<file path="config.mk">
export PLATFORM = sky130hd
export DESIGN_NAME = collect
export DESIGN_NICKNAME = d
export VERILOG_FILES = /design/src/rtl/collect.sv
export SDC_FILE = /design/constraint.sdc
export NUM_CORES = 1
export LEC_CHECK = 0
export CORE_ASPECT_RATIO = 0.7
export CORE_MARGIN = 5
export CORE_UTILIZATION = 56
export CTS_CLUSTER_DIAMETER = 60
export CTS_CLUSTER_SIZE = 24
export DETAILED_ROUTE_END_ITERATION = 8
export PLACE_DENSITY_LB_ADDON = 0.3
export RECOVER_POWER = 25
export SETUP_SLACK_MARGIN = 0.05
export SYNTH_ARGS = -nofsm -noshare
export SYNTH_HDL_FRONTEND = slang
export SYNTH_SLANG_ARGS = --single-unit
export TNS_END_PERCENT = 5
</file>
<file path="constraint.sdc">
create_clock -name clk -period 6.4 [get_ports clk]
set_clock_uncertainty 0.15 [all_clocks]
set_input_delay 1.92 -clock clk [delete_from_list [all_inputs] [get_ports clk]]
set_output_delay 1.92 -clock clk [all_outputs]
set_load 0.01 [all_outputs]
</file>
<file path="src/rtl/collect.sv">
// collect: merges NUM_DATA_INPUTS lane streams into one output through a 2-entry FIFO; input accept -> data_out 1 cycle.
// Backpressure: avail_out drops when the FIFO holds 2 items; COLLECT_STATS_EN adds the stall_cycles counter.

module collect_fifo #(
  parameter int W     = 8,
  parameter int DEPTH = 2,
  parameter int PW    = (DEPTH > 1) ? $clog2(DEPTH) : 1,
  parameter int CW    = $clog2(DEPTH + 1)
) (
  input  logic          clk,
  input  logic          rst,
  input  logic          push,
  input  logic [W-1:0]  push_dat,
  input  logic          pop,
  output logic [W-1:0]  head_dat,
  output logic [CW-1:0] count
);
  logic [W-1:0]  mem_q [DEPTH];
  logic [W-1:0]  mem_d [DEPTH];
  logic [PW-1:0] wr_ptr_q, wr_ptr_d;
  logic [PW-1:0] rd_ptr_q, rd_ptr_d;
  logic [CW-1:0] count_q, count_d;

  always_comb begin
    mem_d    = mem_q;
    wr_ptr_d = wr_ptr_q;
    rd_ptr_d = rd_ptr_q;
    count_d  = count_q;
    if (push) begin
      mem_d[wr_ptr_q] = push_dat;
      wr_ptr_d = (wr_ptr_q == PW'(DEPTH - 1)) ? '0 : wr_ptr_q + 1'b1;
    end
    if (pop) begin
      rd_ptr_d = (rd_ptr_q == PW'(DEPTH - 1)) ? '0 : rd_ptr_q + 1'b1;
    end
    if (push && !pop) begin
      count_d = count_q + 1'b1;
    end else if (pop && !push) begin
      count_d = count_q - 1'b1;
    end
  end

  always_ff @(posedge clk or negedge rst) begin
    if (!rst) begin
      for (int i = 0; i < DEPTH; i++) mem_q[i] <= '0;
      wr_ptr_q <= '0;
      rd_ptr_q <= '0;
      count_q  <= '0;
    end else begin
      mem_q    <= mem_d;
      wr_ptr_q <= wr_ptr_d;
      rd_ptr_q <= rd_ptr_d;
      count_q  <= count_d;
    end
  end

  assign head_dat = mem_q[rd_ptr_q];
  assign count    = count_q;
endmodule

module collect #(
  parameter int NUM_DATA_INPUTS        = 8,
  parameter int DATA_WIDTH             = 8,
  parameter int LOG_MAX_ITERS          = 16,
  parameter int LOG_MAX_READS_PER_ITER = 16
) (
  input  logic                                  clk,
  input  logic                                  rst,
  input  logic                                  configure,
  input  logic                                  conf_mode,
  input  logic [LOG_MAX_ITERS-1:0]              num_iters,
  input  logic [LOG_MAX_READS_PER_ITER-1:0]     num_reads_per_iter,
  input  logic [NUM_DATA_INPUTS*DATA_WIDTH-1:0] data_in,
  input  logic [NUM_DATA_INPUTS-1:0]            valid_in,
  output logic [NUM_DATA_INPUTS-1:0]            avail_out,
  output logic [DATA_WIDTH-1:0]                 data_out,
  output logic                                  valid_out,
  input  logic                                  avail_in,
  output logic                                  busy,
  output logic                                  done
`ifdef COLLECT_STATS_EN
  ,
  output logic [31:0]                           stall_cycles
`endif
);
  localparam int LW = $clog2(NUM_DATA_INPUTS);

  typedef enum logic [1:0] {S_IDLE, S_RUN, S_DRAIN, S_DONE} state_t;

  state_t                            state_q, state_d;
  logic                              mode_q, mode_d;
  logic [LOG_MAX_ITERS-1:0]          iters_q, iters_d;
  logic [LOG_MAX_READS_PER_ITER-1:0] reads_q, reads_d;
  logic [LW-1:0]                     lane_q, lane_d;
  logic [LOG_MAX_READS_PER_ITER-1:0] read_q, read_d;
  logic [LOG_MAX_ITERS-1:0]          iter_q, iter_d;

  logic                  sel_rdy, accept, pop;
  logic                  last_lane, last_read, last_iter;
  logic [DATA_WIDTH-1:0] sel_dat;
  logic [1:0]            fifo_count;

  assign sel_rdy   = (state_q == S_RUN) && (fifo_count < 2'd2);
  assign accept    = sel_rdy && valid_in[lane_q];
  assign avail_out = sel_rdy ? (NUM_DATA_INPUTS'(1) << lane_q) : '0;
  assign sel_dat   = data_in[lane_q*DATA_WIDTH +: DATA_WIDTH];
  assign valid_out = (fifo_count != 2'd0);
  assign pop       = valid_out && avail_in;
  assign busy      = (state_q == S_RUN) || (state_q == S_DRAIN);
  assign done      = (state_q == S_DONE);

  // Limits compared as count-1 so all-ones counts never need a wider counter.
  assign last_lane = (lane_q == LW'(NUM_DATA_INPUTS - 1));
  assign last_read = (read_q == reads_q - 1'b1);
  assign last_iter = (iter_q == iters_q - 1'b1);

  collect_fifo #(.W(DATA_WIDTH), .DEPTH(2)) u_fifo (
    .clk      (clk),
    .rst      (rst),
    .push     (accept),
    .push_dat (sel_dat),
    .pop      (pop),
    .head_dat (data_out),
    .count    (fifo_count)
  );

  always_comb begin
    state_d = state_q;
    mode_d  = mode_q;
    iters_d = iters_q;
    reads_d = reads_q;
    lane_d  = lane_q;
    read_d  = read_q;
    iter_d  = iter_q;
    case (state_q)
      S_IDLE: begin
        if (configure) begin
          mode_d  = conf_mode;
          iters_d = num_iters;
          reads_d = num_reads_per_iter;
          lane_d  = '0;
          read_d  = '0;
          iter_d  = '0;
          state_d = (num_iters == '0 || num_reads_per_iter == '0) ? S_DONE : S_RUN;
        end
      end
      S_RUN: begin
        if (accept) begin
          if (!mode_q) begin
            // Block order: reads innermost, then lanes.
            if (last_read) begin
              read_d = '0;
              if (last_lane) begin
                lane_d = '0;
                iter_d = last_iter ? '0 : iter_q + 1'b1;
              end else begin
                lane_d = lane_q + 1'b1;
              end
            end else begin
              read_d = read_q + 1'b1;
            end
          end else begin
            // Round-robin order: lanes innermost, then read slots.
            if (last_lane) begin
              lane_d = '0;
              if (last_read) begin
                read_d = '0;
                iter_d = last_iter ? '0 : iter_q + 1'b1;
              end else begin
                read_d = read_q + 1'b1;
              end
            end else begin
              lane_d = lane_q + 1'b1;
            end
          end
          if (last_lane && last_read && last_iter) state_d = S_DRAIN;
        end
      end
      S_DRAIN: begin
        if (fifo_count == 2'd0) state_d = S_DONE;
      end
      default: state_d = S_IDLE;
    endcase
  end

  always_ff @(posedge clk or negedge rst) begin
    if (!rst) begin
      state_q <= S_IDLE;
      mode_q  <= 1'b0;
      iters_q <= '0;
      reads_q <= '0;
      lane_q  <= '0;
      read_q  <= '0;
      iter_q  <= '0;
    end else begin
      state_q <= state_d;
      mode_q  <= mode_d;
      iters_q <= iters_d;
      reads_q <= reads_d;
      lane_q  <= lane_d;
      read_q  <= read_d;
      iter_q  <= iter_d;
    end
  end

`ifdef COLLECT_STATS_EN
  logic [31:0] stall_q, stall_d;

  always_comb begin
    stall_d = stall_q;
    if (state_q == S_IDLE && configure) begin
      stall_d = '0;
    end else if (busy && valid_out && !avail_in && stall_q != 32'hFFFF_FFFF) begin
      stall_d = stall_q + 1'b1;
    end
  end

  always_ff @(posedge clk or negedge rst) begin
    if (!rst) stall_q <= '0;
    else      stall_q <= stall_d;
  end

  assign stall_cycles = stall_q;
`endif
endmodule

</file>
Yosys cells after proc, flatten, opt, wreduce, memory -nomap -nowiden:

Cells that the tools add are included.

* shift-type cells: 2
* $lt $le $gt $ge: 5
* reductions and logical operators: 24
* $add $sub $neg: 9
* bitwise logic cells: 2
* equality and inequality tests: 14
* multiplexer cells: 39

Operators with widths (number)
* 2-to-1 mux 16 bit: 12
* one-hot mux 16 bit (2 select lines): 2
* indexed part select 64 x 7 -> 8 bit: 1
* 2-to-1 mux 8 bit: 5
* adder 16 x 1 -> 16 bit (second input constant): 2
* == test 16 bit: 2
* logical NOT 16 bit: 2
* subtractor 16 x 1 -> 16 bit (second input constant): 2
* bitwise mux 16 bit: 1
* 2-to-1 mux 3 bit: 5
* 2-to-1 mux 2 bit: 7
* AND reduction 4 bit: 3
* demux 8 bit (select 1 bit): 1
* logical AND 1 bit: 8
* left shift 1 x 3 -> 8 bit (first input constant): 1
* inequality test 2 x 1 -> 1 bit (second input constant): 3
* inequality test 2 bit (second input constant): 3
* inequality test 3 bit (second input constant): 2
* one-hot mux 2 bit (3 select lines): 1
* one-hot mux 3 bit (2 select lines): 1
* nonzero test 2 bit: 3
* AND reduction 5 bit: 1
* == test 2 bit (second input constant): 2
* >= comparator 2 bit (second input constant): 2
* 16 further kinds: 23

* register bits after elaboration: 90
* bits of input ports: 109
* logic and storage cells: 107

Logic depth before layout (Yosys ltp):

Gate-level depths: netlist (run 1).

* depth after elaboration: 8
* gate-level depth with buffers: 12
* gate-level depth less buffers: 10

Modules after synthesis:

A second synthesis (run 1) with hierarchy kept.

* cell total of the unflattened synthesis: 584
* area total of the unflattened synthesis: 6039.5 µm²

Modules (own cells, without submodules)
* collect: cells an instance 528, area each 5143.7 µm², times used 1
* collect_fifo: cells an instance 56, area each 895.9 µm², times used 1

Least setup slack after synthesis (run 1):

Ideal clock, no wire load.

* path type: register to output
* from: reg lane_q[0]
* to: out avail_out[0]
* slack: 2.616 ns
* arrival: 1.714 ns
* cell stages (with the launch flop): 6
* path through: dfrtp_1 -> buf_2 -> buf_1 -> inv_1 -> ha_1 -> and3_1

* word-level cells in the longest chain between the ends: 2

RTL lines
* start: declaration: RTL line 94 `logic [LW-1:0] lane_q, lane_d;`
* start signal: assignment: RTL line 200 `lane_q <= lane_d;`
* left shift 1 x 3 -> 8 bit: RTL line 105 `assign avail_out = sel_rdy ? (NUM_DATA_INPUTS'(1) << lane_q) : '0;`
* 2-to-1 mux 8 bit: RTL line 105
* end: declaration: RTL line 75 `output logic [NUM_DATA_INPUTS-1:0] avail_out,`

No other way between the ends.

Final worst setup path (run 1):

* from: reg state_q[1]
* to: out avail_out[4]

* word-level cells in the longest chain between the ends: 3

RTL lines
* start: declaration: RTL line 90 `state_t state_q, state_d;`
* start signal: assignment: RTL line 196 `state_q <= state_d;`
* == test 2 x 1 -> 1 bit: RTL line 103 `assign sel_rdy = (state_q == S_RUN) && (fifo_count < 2'd2);`
* logical AND 1 bit: RTL line 103
* 2-to-1 mux 8 bit: RTL line 105

No other way between the ends.

==> qor.csv, run 1 <==
metric;value;unit
status;finished with violations;
violations;max-capacitance violations, max-slew violations;
antenna_found_initial;0;
place_congestion;0.884;
die-height;97.9;um
grt.total_usage;25.6;%
final_layout_size_suffix_gt1_share;15.7;%
slew_viol_final;41;
die_w;136;um
routed_via_density;6.16;
wl_per_cell;19.4;um
holdWs;0.364;ns
p_leak;3.55;nW
drtAntennaViolNets;0;
port_buffers;127;
ys_seq_elements;90;
synth_top_family_by_area;simple AND/OR/NAND/NOR gates;
syn2layout_area_growth;26.7;%
layout_commonest_cell;clkdlybuf4s50_1;
clk_pin_slew_worst_paths;0.07;ns
clock-sinks;90;
synth_cell_types;73;
grt_pass1_vias;5419;
hold_path.class;flip-flop to flip-flop;
core;10900;um^2
r2r_cells;10;
initial_utilization;56.8;%
finalCriticalPeriod;4.72;ns
grt_max_degree;52;
fmax;0.212;GHz
worst_pin_slew;2.18;ns
syn_inst;611;
tns;0;ns
min_path_cells;1;
grt_pass1_wl;27300;um
path_class;flip-flop to output port;
num_io_pins;128;
finalCritPeriodShare;73.8;%
crit_fanout;9;
setup_viol;0;
dr.pass1.iters;5;
post_cts_resized;0;
drv_cap;1;
drc;0;
drt_iter0_drc;443;
start_kind;flip-flop;
post_cts_buffers;0;
synth-simple-area-share;22.3;%
drt-total-wl;17200;um
syn-mean-instance-area;10.1;um^2
diodes;0;
cp.required;4.33;ns
synth_fa_ha_area_share;3.04;%
peakVddDrop;0.156;mV
synthMuxAreaShare;17.2;%
root_buffer;clkbuf_16;
setup_slack;1.68;ns
async_flop_share;100;%
synthFlopType;dfrtp_1;
cts_max_level;3;
power.density;222;nW/um^2
ys_warn_count;0;
syn_nets;735;
syn-cell-area;6180;um^2
die_area;13300;um^2
cts_buffer_depth;2;
insertion_delay;0.34;ns
cts_made_buffers;9;
tritoncts;done;
synth_compound_area_share;11.8;%
synth_xor_area_share;6.09;%
seq_area_frac_synth;36.4;%
nets;851;
worstPathArrival;2.65;ns
most-common-layout-cells;clkdlybuf4s50_1, dfrtp_1, mux2_2;
synth-edff-count;0;
endpoint_kind;output port;
hold_violations;0;
vias;5448;
relSlewSlack;-45.3;%
pre_cts_ws;1.65;ns
hpwlAfterDp;12900;um
grt_overflow_total;0;
num_rows;32;
rsz0062_at_grt;false;
cts.hold.buffers_added;0;
==> synth_stat cells, types with 2 or more instances <==
master,instances,area (um^2)
nand2b_1,20,125
nand4_1,8,50.1
clkbuf_1,13,48.8
mux2_2,50,563
or3_1,6,37.5
o211ai_2,7,87.6
xor2_1,19,166
and3_1,28,175
ha_1,15,188
nor4_2,2,25.0
a211oi_1,2,15.0
xnor2_1,24,210
nand3_1,22,110
nor3b_1,3,22.5
dfrtp_1,90,2250
nand4b_1,2,17.5
a22o_1,13,114
nor4b_1,2,17.5
o22ai_1,2,12.5
a2bb2oi_1,2,17.5
buf_4,2,15.0
nor4_1,15,93.8
o31ai_1,2,15.0
buf_2,5,25.0
or4_1,2,15.0
o211ai_1,5,37.5
nand3b_1,10,75.1
mux4_2,18,405
o21a_1,2,15.0
nor2_1,33,124
inv_1,20,75.1
and2_1,2,12.5
a21oi_1,5,25.0
o21ai_1,3,15.0
mux2i_1,7,70.1
or4_4,2,22.5
o31a_1,2,17.5
nor2b_1,16,100
a2111oi_0,2,17.5
a31oi_1,11,68.8
nand2_1,45,169
or2_2,5,31.3
nor3_1,14,70.1
o21ai_0,20,100
buf_1,5,18.8
==> metal layers <==
| layer | part of all wire (%) | vias to the layer above | GRT usage [%] |
|---|---|---|---|
| li1 | - | 2507 | - |
| met1 | 43 | 2636 | 35.1 |
| met2 | 45 | 274 | 40.2 |
| met3 | 10 | 31 | 6.69 |
| met4 | 1.9 | 0 | 7.51 |
| met5 | 0 | - | 0 |
==> logic make-up (layout without fill, tap and decap cells) <==
| logic type | Yosys count | in the layout |
|---|---|---|
| AO/OA/AOI/OAI | 95 | 95 |
| XOR/XNOR | 43 | 43 |
| adder cells (fa/ha/maj) | 15 | 15 |
| buffers and inverters | 46 | 167 |
| flip-flops | 90 | 90 |
| multiplexers | 77 | 77 |
| AND/OR/NAND/NOR | 245 | 245 |
==> layout make-up <==
type	count	area, um^2
clock buffer	11	253
clock inverter	5	35.0
fill	803	3050
inverter	20	75.1
multi-input combinational	475	3740
sequential	90	2250
tap	153	191
timing repair buffer	131	1290
==> sequential cells by signal, summed over array words and instances (netlist names), 2 cells and up <==
| name | count |
|---|---|
| lane_q | 3 |
| u_fifo.count | 2 |
| u_fifo.mem_q | 16 |
| iter_q | 16 |
| iters_q | 16 |
| read_q | 16 |
| reads_q | 16 |
| state_q | 2 |
==> power breakdown <==
part,switching (mW),internal (mW)
Clock,0.231,0.286
Sequential,0.0886,0.650
Combinational,0.203,0.282
Total,0.523,1.22
==> through the flow <==
step	cell area (um^2)	utilization (%)	instances	power, mW
after floorplan	6180	-	611	0.975
after global placement	7550	69.4	869	1.20
after detailed placement	7550	69.4	869	1.23
after CTS	7840	72.0	885	1.74
after global routing	7840	72.0	885	1.81
final	7840	72.0	885	1.74
==> final timing paths <==
kind	start	endpoint	slack (ns)
setup reg to reg	iters_q[0]$_DFFE_PN0P_	state_q[1]$_DFFE_PN0P_	2.44
hold / removal	u_fifo.mem_q[7]$_DFFE_PN0P_	u_fifo.mem_q[7]$_DFFE_PN0P_	0.36
setup / recovery	state_q[1]$_DFFE_PN0P_	avail_out[4]	1.68
max in group asynchronous	rst	iter_q[1]$_DFFE_PN0P_	1.85
hold reg to reg	u_fifo.mem_q[7]$_DFFE_PN0P_	u_fifo.mem_q[7]$_DFFE_PN0P_	0.36
min in group asynchronous	rst	reads_q[8]$_DFFE_PN0P_	2.06
==> worst max-delay path, stage by stage (launching register included) <==
cell and delay [ns]:
dfrtp_1 0.41, inv_1 0.09, ha_1 0.43, inv_1 0.20, nor2_1 0.39, and3_1 0.23
clkdlybuf4s50_1 0.55
No activity file was read; power rests on OpenSTA's default activity.
==> run 2, diff against run 1 <==
--- a/config.mk
+++ b/config.mk
@@ -7,7 +7,7 @@
 export LEC_CHECK = 0
 export CORE_ASPECT_RATIO = 0.7
 export CORE_MARGIN = 5
-export CORE_UTILIZATION = 56
+export CORE_UTILIZATION = 52
 export CTS_CLUSTER_DIAMETER = 60
 export CTS_CLUSTER_SIZE = 24
 export DETAILED_ROUTE_END_ITERATION = 8
==> constraint.sdc (replaced) <==
create_clock -name clk -period 4.36 [get_ports clk]
set_clock_uncertainty 0.15 [all_clocks]
set_input_delay 1.308 -clock clk [delete_from_list [all_inputs] [get_ports clk]]
set_output_delay 1.308 -clock clk [all_outputs]
set_load 0.01 [all_outputs]
==> qor.csv, run 2 (synthesized netlist as in run 1, its figures left out) <==
metric;value;unit
syn2layout_area_growth;28.1;%
worst_pin_slew;2.07;ns
die-height;101;um
clock-sinks;90;
grt_pass1_wl;28300;um
drv_cap;1;
drt_iter0_drc;530;
violations;max-capacitance violations, max-slew violations;
finalCriticalPeriod;3.87;ns
setup_viol;0;
grt_pass1_vias;5433;
hold_path.class;flip-flop to flip-flop;
dr.pass1.iters;6;
diodes;0;
crit_fanout;8;
nets;855;
tritoncts;done;
root_buffer;clkbuf_16;
min_path_cells;1;
slew_viol_final;38;
drt-total-wl;17700;um
cts_max_level;3;
die_area;14200;um^2
reg2reg_to;read_q[0]$_DFFE_PN0P_;
final_layout_size_suffix_gt1_share;16.3;%
crit_start;state_q[1]$_DFFE_PN0P_;
port_buffers;127;
cts.hold.buffers_added;0;
rsz0062_at_grt;false;
p_leak;3.59;nW
hold_violations;0;
die_w;140;um
cp.required;2.90;ns
vias;5458;
core;11700;um^2
wl_per_cell;19.8;um
num_rows;33;
status;finished with violations;
hpwlAfterDp;13300;um
layout_commonest_cell;clkdlybuf4s50_1;
reg2reg_from;reads_q[3]$_DFFE_PN0P_;
place_congestion;0.991;
cts_made_buffers;9;
stdcell_area;7920;um^2
peakVddDrop;0.217;mV
start_kind;flip-flop;
relSlewSlack;-37.8;%
drc;0;
worstPathArrival;2.41;ns
antenna_found_initial;0;
grt.total_usage;24.9;%
initial_utilization;52.9;%
r2r_cells;8;
post_cts_buffers;0;
endpoint_kind;output port;
insertion_delay;0.35;ns
ff2ff_setup_slack;0.50;ns
routed_via_density;6.11;
fmax;0.258;GHz
clk_pin_slew_worst_paths;0.07;ns
most-common-layout-cells;clkdlybuf4s50_1, dfrtp_1, mux2_2;
num_io_pins;128;
dpl_cell_area;7590;um^2
setup.worst_path.end;avail_out[5];
grt_max_degree;38;
power.density;337;nW/um^2
tns;0;ns
drtAntennaViolNets;0;
post_cts_resized;0;
cts_buffer_depth;2;
grt_overflow_total;0;
path_class;flip-flop to output port;
finalCritPeriodShare;88.8;%
run 2: cell types whose count changed in the layout (fill, tap and decap cells not counted):
cell | previous run | this run
buf_4 | 3 | 7
bufinv_16 | 0 | 2
clkbuf_8 | 2 | 0
clkdlybuf4s50_1 | 124 | 126
clkinv_2 | 2 | 0
dlygate4sd3_1 | 2 | 0
inv_8 | 0 | 2
nor3_1 | 14 | 13
nor3_2 | 0 | 1
run 2: through the flow:
stage	setup WS (ns)	util (%)	hold slack, ns	total power [mW]	instances
after floorplan	1.00	-	0.314	1.43	611
after global placement	0.572	65.0	0.336	1.76	877
after detailed placement	0.458	65.0	0.344	1.80	877
after CTS	0.501	67.8	0.361	2.67	893
after global routing	0.238	67.8	0.377	2.79	893
final	0.489	67.8	0.359	2.67	893
run 2: metal layers:
metal,wire [um],part of all wire [%],GRT usage (%),vias to the layer above
met4,186,1.1,5.81,0
li1,-,-,-,2515
met1,7810,44,33.7,2696
met5,0,0,0,-
met3,1470,8.3,6.47,20
met2,8200,46,40.5,227
run 2: how the worst min path moves through the flow:
stage	start	end	slack [ns]
2_1_floorplan	u_fifo.wr_ptr_q$_DFFE_PN0P_	u_fifo.wr_ptr_q$_DFFE_PN0P_	0.31
3_3_place_gp	u_fifo.mem_q[1]$_DFFE_PN0P_	u_fifo.mem_q[1]$_DFFE_PN0P_	0.34
3_5_place_dp	u_fifo.mem_q[5]$_DFFE_PN0P_	u_fifo.mem_q[5]$_DFFE_PN0P_	0.34
4_1_cts	u_fifo.count[0]$_DFFE_PN0P_	u_fifo.count[0]$_DFFE_PN0P_	0.36
5_1_grt	u_fifo.mem_q[7]$_DFFE_PN0P_	u_fifo.mem_q[7]$_DFFE_PN0P_	0.38
6_report	u_fifo.mem_q[7]$_DFFE_PN0P_	u_fifo.mem_q[7]$_DFFE_PN0P_	0.36
run 2: critical path: stages, from the launching register on:
cell,delay [ns]
dfrtp_1,0.42
inv_1,0.09
ha_1,0.17
inv_1,0.11
nor2_1,0.45
and3_1,0.27
clkdlybuf4s50_1,0.56
run 2: area by class of cell:
type                            count  area (um^2)
Tap cell                          157          196
Inverter                           20         75.1
Multi-Input combinational cell    475         3740
Clock buffer                        9          225
Fill cell                         888         3760
Clock inverter                      7          108
Sequential cell                    90         2250
Timing Repair Buffer              135         1320
run 2: power by group:
| part | switching (mW) | total [mW] | internal, mW |
|---|---|---|---|
| combinational | 0.297 | 0.712 | 0.416 |
| clock | 0.361 | 0.876 | 0.515 |
| sequential | 0.127 | 1.08 | 0.954 |
| total | 0.785 | 2.67 | 1.88 |
